===== src/rtl/ms_uart_pkg.sv =====
//==============================================================================
// Module      : ms_uart_pkg
// Description : Shared constants and helpers for the AHB UART FIFO blocks.
// Revision    : 1.0 - initial release
//==============================================================================
`default_nettype none

package ms_uart_pkg;

    localparam int FIFO_MODE_REG  = 0;
    localparam int FIFO_MODE_FWFT = 1;

    // Pointer width: address bits plus one wrap bit
    function automatic int ptr_width(input int depth);
        return $clog2(depth) + 1;
    endfunction

endpackage

`default_nettype wire


===== src/rtl/ms_uart_fifo_mem.sv =====
//==============================================================================
// Module      : ms_uart_fifo_mem
// Description : DEPTH x DWIDTH register array, one write port, async read port.
// Revision    : 1.0 - initial release
//==============================================================================
`default_nettype none

module ms_uart_fifo_mem #(
    parameter int DWIDTH = 8,
    parameter int DEPTH  = 16,
    localparam int AW    = $clog2(DEPTH)
) (
    input  logic              CLK,
    input  logic              i_we,
    input  logic [AW-1:0]     i_waddr,
    input  logic [DWIDTH-1:0] i_wdata,
    input  logic [AW-1:0]     i_raddr,
    output logic [DWIDTH-1:0] o_rdata
);

    logic [DWIDTH-1:0] r_mem [DEPTH];

    always_ff @(posedge CLK) begin
        if (i_we) begin
            r_mem[i_waddr] <= i_wdata;
        end
    end

    assign o_rdata = r_mem[i_raddr];

endmodule

`default_nettype wire


===== src/rtl/ms_uart_fifo_lvl.sv =====
//==============================================================================
// Module      : ms_uart_fifo_lvl
// Description : Level-aware UART FIFO with count, threshold, error flags, flush
//               and selectable registered / first-word-fall-through output.
// Revision    : 1.0 - initial release
//==============================================================================
`default_nettype none

module ms_uart_fifo_lvl
    import ms_uart_pkg::*;
#(
    parameter int DWIDTH = 8,
    parameter int DEPTH  = 16,
    parameter int FWFT   = 0,
    localparam int AW    = $clog2(DEPTH)
) (
    input  logic              CLK,
    input  logic              RESETN,
    input  logic              FLUSH,
    input  logic              WR,
    input  logic [DWIDTH-1:0] DIN,
    input  logic              RD,
    output logic [DWIDTH-1:0] DOUT,
    output logic              EMPTY,
    output logic              FULL,
    output logic [AW:0]       COUNT,
    input  logic [AW:0]       THRESH,
    output logic              THRESH_HIT,
    output logic              OVERRUN,
    output logic              UNDERRUN,
    input  logic              CLR_ERR
);

    localparam int PW = ptr_width(DEPTH);

    logic [PW-1:0]     r_wptr;
    logic [PW-1:0]     r_rptr;
    logic              r_overrun;
    logic              r_underrun;
    logic              w_empty;
    logic              w_full;
    logic              w_wr_acc;
    logic              w_rd_acc;
    logic [DWIDTH-1:0] w_rdata;

    // Full when the pointers differ only in the wrap bit
    assign w_empty  = (r_wptr == r_rptr);
    assign w_full   = ((r_wptr ^ r_rptr) == {1'b1, {AW{1'b0}}});
    assign w_wr_acc = WR && !w_full  && !FLUSH;
    assign w_rd_acc = RD && !w_empty && !FLUSH;

    always_ff @(posedge CLK or negedge RESETN) begin
        if (!RESETN) begin
            r_wptr <= '0;
            r_rptr <= '0;
        end else if (FLUSH) begin
            r_wptr <= '0;
            r_rptr <= '0;
        end else begin
            if (w_wr_acc) r_wptr <= r_wptr + 1'b1;
            if (w_rd_acc) r_rptr <= r_rptr + 1'b1;
        end
    end

    // A new error event wins over a same-cycle clear
    always_ff @(posedge CLK or negedge RESETN) begin
        if (!RESETN) begin
            r_overrun  <= 1'b0;
            r_underrun <= 1'b0;
        end else begin
            if (WR && w_full && !FLUSH) r_overrun <= 1'b1;
            else if (CLR_ERR)           r_overrun <= 1'b0;
            if (RD && w_empty && !FLUSH) r_underrun <= 1'b1;
            else if (CLR_ERR)            r_underrun <= 1'b0;
        end
    end

    ms_uart_fifo_mem #(
        .DWIDTH (DWIDTH),
        .DEPTH  (DEPTH)
    ) u_mem (
        .CLK     (CLK),
        .i_we    (w_wr_acc),
        .i_waddr (r_wptr[AW-1:0]),
        .i_wdata (DIN),
        .i_raddr (r_rptr[AW-1:0]),
        .o_rdata (w_rdata)
    );

    generate
        if (FWFT == FIFO_MODE_FWFT) begin : g_fwft
            assign DOUT = w_rdata;
        end else begin : g_reg
            logic [DWIDTH-1:0] r_dout;
            always_ff @(posedge CLK or negedge RESETN) begin
                if (!RESETN) begin
                    r_dout <= '0;
                end else if (w_rd_acc) begin
                    r_dout <= w_rdata;
                end
            end
            assign DOUT = r_dout;
        end
    endgenerate

    assign EMPTY      = w_empty;
    assign FULL       = w_full;
    assign COUNT      = r_wptr - r_rptr;
    assign THRESH_HIT = (THRESH != '0) && (COUNT >= THRESH);
    assign OVERRUN    = r_overrun;
    assign UNDERRUN   = r_underrun;

endmodule

`default_nettype wire


===== config.mk =====
export PLATFORM = sky130hd
export DESIGN_NAME = ms_uart_fifo_lvl
export DESIGN_NICKNAME = d
export VERILOG_FILES = /design/src/rtl/ms_uart_pkg.sv /design/src/rtl/ms_uart_fifo_mem.sv /design/src/rtl/ms_uart_fifo_lvl.sv
export SDC_FILE = /design/constraint.sdc
export NUM_CORES = 1
export LEC_CHECK = 0
export BUFFER_PORTS_ARGS = -buffer_cell sky130_fd_sc_hd__buf_2
export CORE_MARGIN = 2
export CORE_UTILIZATION = 30
export DETAILED_ROUTE_END_ITERATION = 8
export SLEW_MARGIN = 25
export SYNTH_ARGS = -nofsm -noshare
export SYNTH_HDL_FRONTEND = slang
export SYNTH_SLANG_ARGS = --single-unit

===== constraint.sdc =====
create_clock -name CLK -period 3.5 [get_ports CLK]
set_clock_uncertainty 0.05 [all_clocks]
set_input_delay 0.175 -clock CLK [delete_from_list [all_inputs] [get_ports CLK]]
set_output_delay 0.175 -clock CLK [all_outputs]
set_load 0.01 [all_outputs]

-- Word level (Yosys, flattened, before mapping)
Memory sizes are Yosys's and may differ from the RTL's. A register that Yosys moved wholly into a read port is not among the register bits.
Index checks and enable logic that the tools add are counted.
- register bits after elaboration: 12
- bits in writable memories: 128
- memories: 1
- memory list (memory ; depth ; width ; read ports ; clocked after memory_dff ; write ports ; line ; text):
    u_mem.r_mem ; 16 ; 8 ; 1 ; 1 ; 1 ; ms_uart_fifo_mem.sv:21 ; logic [DWIDTH-1:0] r_mem [DEPTH];
- eq/ne operators: 2
- muxes and demuxes: 9
- $add $sub $neg: 3
- magnitude comparators: 1
- bitwise gates (word level): 1
- reductions and logical operators: 18
- operator list (kind ; count):
    $mux 5 ; 4
    $add 5x1->5 const B ; 2
    $logic_and 1x1->1 ; 9
    $reduce_bool 2->1 ; 4
    $eq 5x5->1 ; 1
    $eq 5x5->1 const B ; 1
    $ge 5x5->1 ; 1
    $mux 1 ; 5
    $reduce_bool 5->1 ; 1
    $sub 5x5->5 ; 1
    $xor 5x5->5 ; 1
    $logic_not 1->1 ; 4

-- Depth between registers and ports, before layout
- depth after elaboration: 7
- mapped depth: 10

-- By module
A second synthesis with hierarchy kept.
- cell total of the unflattened synthesis: 333
- area total of the unflattened synthesis: 6204.7 µm²
- by module, submodules not included (module ; cells an instance ; area an instance (µm²) ; instances ; seq. area each (µm²)):
    ms_uart_fifo_mem ; 221 ; 4987.3 ; 1 ; 3843.7
    ms_uart_fifo_lvl ; 112 ; 1217.4 ; 1 ; 500.5

-- Worst setup path after synthesis
Ideal clock, no wire load.
- path type: reg-to-reg
- from: register r_rptr[3]
- to: memory u_mem.r_mem[3][0], enable pin
- stages on the path, launching flop included: 10
- setup time: 383 ps
- arrival: 2332 ps
- path slack: 735 ps
- buffers on the path: 2
- path through: dfrtp_1 clkbuf_1 buf_2 inv_1 ha_1 nand4_1 nor2_1 nor2_1 nand2_1 nor3_1
- word-level cells in the longest chain between the ends: 7
- ends and longest elaborated chain (item ; line ; text):
    from (decl) ; ms_uart_fifo_lvl.sv:37 ; logic [PW-1:0] r_rptr;
    from (signal assigned) ; ms_uart_fifo_lvl.sv:61 ; if (w_rd_acc) r_rptr <= r_rptr + 1'b1;
    $xor 5x5->5 ; ms_uart_fifo_lvl.sv:48 ; assign w_full = ((r_wptr ^ r_rptr) == {1'b1, {AW{1'b0}}});
    $eq 5x5->1 ; ms_uart_fifo_lvl.sv:48 ;
    named net FULL ; ms_uart_fifo_lvl.sv:25 ; output logic FULL,
    $logic_not 1->1 ; ms_uart_fifo_lvl.sv:49 ; assign w_wr_acc = WR && !w_full && !FLUSH;
    $logic_and 1x1->1 (2 in a row) ; ms_uart_fifo_lvl.sv:49 ;
    $mux 1 ; ms_uart_fifo_mem.sv:24 ; if (i_we) begin
    $mux 1 (implied by the code) ; ms_uart_fifo_mem.sv:25 ; r_mem[i_waddr] <= i_wdata;
    to (decl) ; ms_uart_fifo_mem.sv:21 ;
The timed path passes the listed nets, and every way through them passes these cells.

-- Worst setup path in the final report
- from: register r_wptr[0]
- to: output THRESH_HIT
- word-level cells in the longest chain between the ends: 3
- ends and longest elaborated chain (item ; line ; text):
    from (decl) ; ms_uart_fifo_lvl.sv:36 ; logic [PW-1:0] r_wptr;
    from (signal assigned) ; ms_uart_fifo_lvl.sv:60 ; if (w_wr_acc) r_wptr <= r_wptr + 1'b1;
    $sub 5x5->5 ; ms_uart_fifo_lvl.sv:108 ; assign COUNT = r_wptr - r_rptr;
    $ge 5x5->1 ; ms_uart_fifo_lvl.sv:109 ; assign THRESH_HIT = (THRESH != '0) && (COUNT >= THRESH);
    $logic_and 1x1->1 ; ms_uart_fifo_lvl.sv:109 ;
    to (decl) ; ms_uart_fifo_lvl.sv:28 ; output logic THRESH_HIT,
No other way between the ends.

==> out/results.ini <==
[cells_and_area]
antenna_cells=0
area_delta_synth_final_pct=19.38
nNetsFinal=430
utilization_pct=36.38
final_cells=679
layout-drive-gt1-share_pct=30.07

[clocking]
htreeDepth=4
postCtsSetupBuffers=0
cts_tree=done
clockRootBuffer=clkbuf_16
cts_sinks=148
clk_path_buf_depth=2
clk_latency_ps=420
cts_made_buffers=17
cts_resized=0
clk_pin_slew_worst_paths_ps=60

[synthesis]
syn_nets=368
avgSynthCellArea_um2=18.40
synth.distinct_cells=36
ys_seq_elements=148
yosys_warnings=0
synth.most_common_cell=edfxtp_1
ys_async_sr_fraction_pct=13.51
synth_edf_count=128
synth.area.top_cells=edfxtp_1, mux4_2, dfrtp_1
yosysTopAreaCell=edfxtp_1
synthCells=334
synth_ff_type=edfxtp_1
synth.top_cell.area_share_pct=62.53
synth.top_cells.by_count=edfxtp_1, mux4_2, nor2_1
synth_seq_area_share_pct=70.67
netlist_area_um2=6147

[sta]
fin_tns_setup_ps=0
period_minus_slack_ps=2997
holdWs_ps=34.35
tightest_slew_ps=684.7
drv_slew=0
slew_headroom_pct=54.36
finalCritPeriodShare_pct=85.64
rsz0062_at_grt=no
finalSetupViolations=0
hold_violations=0
maxClockFrequency_mhz=333.6

[route]
first_pass_iters=5
ant_nets=0
drt_iter0_markers=254
routed_via_density=4.652
wirelength_um=12720
wire_per_inst_um=18.73
drc_errors=0
vias=3159

[worst_setup_path]
timing.rr.start=r_rptr[1]$_DFFE_PN0P_
endpoint_kind=primary output
crit_required_ps=3270
worstSetupPathType=register to primary output
start_kind=register
cp_max_fo=5
crit_start=r_wptr[0]$_DFFE_PN0P_
arrival_ps=2770

[floorplanning]
die-width_um=147.1
start_util_pct=30.48
dieArea_um2=21650
die_h_um=147.1
fp-row-count=52
core_area_um2=20170
ios=37

[grt]
antenna_found_initial=0
grtUsageTotal_pct=12.49
grt_pass1_vias=3310
grt_first_pass_wirelength_um=19590
grt_max_degree=35
grt-ovfl-total=0

[min_path]
hp-start=WR
hold_path_class=primary input to register

[power_and_ir_drop]
p_per_area_nw_per_um2=593.5
p_leak_nw=2.645
ir_drop_v=0.0003260

[status]
status=completed

[place]
gp_congestion=0.7751
dpl.cell_count=645
dpl.hpwl_um=8330
port_buffers=36

[job]
drv_cap=0

## power by group
group	internal (mW)	total, mW	switching (mW)
Sequential	1.99	2.06	0.0742
Combinational	0.198	0.465	0.267
Clock	1.12	1.83	0.704
Total	3.31	4.35	1.05
## worst paths after layout
check | cells after the start | endpoint | slack (ps)
worst max-delay path | 11 | THRESH_HIT | 500
worst min-delay path | 3 | OVERRUN$_DFFE_PN0P_ | 30
worst max register to register | 8 | u_mem.r_mem[0][4]$_DFFE_PP_ | 820
worst min register to register | 2 | UNDERRUN$_DFFE_PN0P_ | 480
max in group asynchronous | 2 | r_rptr[2]$_DFFE_PN0P_ | 2840
min in group asynchronous | 2 | DOUT[3]$_DFFE_PN0P_ | 210
## critical path: stages, from the launching register on
cell and delay (ps):
dfrtp_1 450, inv_1 140, ha_1 150, inv_1 60
fa_1 400, a21o_1 180, a21oi_1 170, xnor2_1 160
ha_1 280, o22ai_1 180, a21oi_1 50, buf_2 140
## flip-flops by register name, summed over array words and instances (netlist names)
signal and flops:
DOUT 8, OVERRUN 1, UNDERRUN 1, r_rptr 5
r_wptr 5, u_mem.r_mem 128
## per-stage QoR
stage / setup slack, ps / area [um^2] / total power [mW]
6_report: 502.6 / 7338 / 4.355
3_5_place_dp: 835.3 / 6714 / 2.561
4_1_cts: 486.7 / 7338 / 4.403
5_1_grt: 275.1 / 7338 / 4.533
2_1_floorplan: 734.9 / 6147 / 2.347
3_3_place_gp: 882.1 / 6714 / 2.547
## per-layer routing
layer  global-route usage (%)  part of all wire [%]
met2                    19.70                    48
met5                        0                     0
met1                    17.05                    44
met3                    3.540                   7.6
met4                    3.462                   1.2
## area by class of cell
class	count	area (um^2)
fillers	1900	12830
flip-flops and latches	148	4345
multi-input cells	158	1659
clock buffers	17	425.4
well taps	270	337.8
repair buffers	56	335.3
clock inverters	15	178.9
inverters	15	56.30
## kinds of logic (layout without fill, tap and decap cells)
group	count (synthesis)	after routing	share of synthesized area, %
compound gates	21	21	2.626
xor+xnor	12	12	1.832
fa+ha+maj	15	15	3.175
buf+inv	28	103	2.341
flops	148	148	70.67
mux	49	49	14.49
simple gates	61	61	4.865
## cells in the final DEF (no fill, tap or decap), types with 7 or more instances in the layout
cell and n:
nand2_1 15, edfxtp_1 128, mux4_2 32, clkbuf_16 17, buf_2 36, o221ai_1 7, inv_1 14, ha_1 14
dfrtp_1 19, buf_4 18, nor2_1 26, mux2i_1 17
## repair_timing
| action | 4_1_cts | 5_1_grt |
|---|---|---|
| endpoints found under the hold margin | 22 | 0 |
| endpoints found under the setup margin | 0 | 0 |
| hold buffers | 2 | 0 |
No activity file was read; power rests on OpenSTA's default activity.
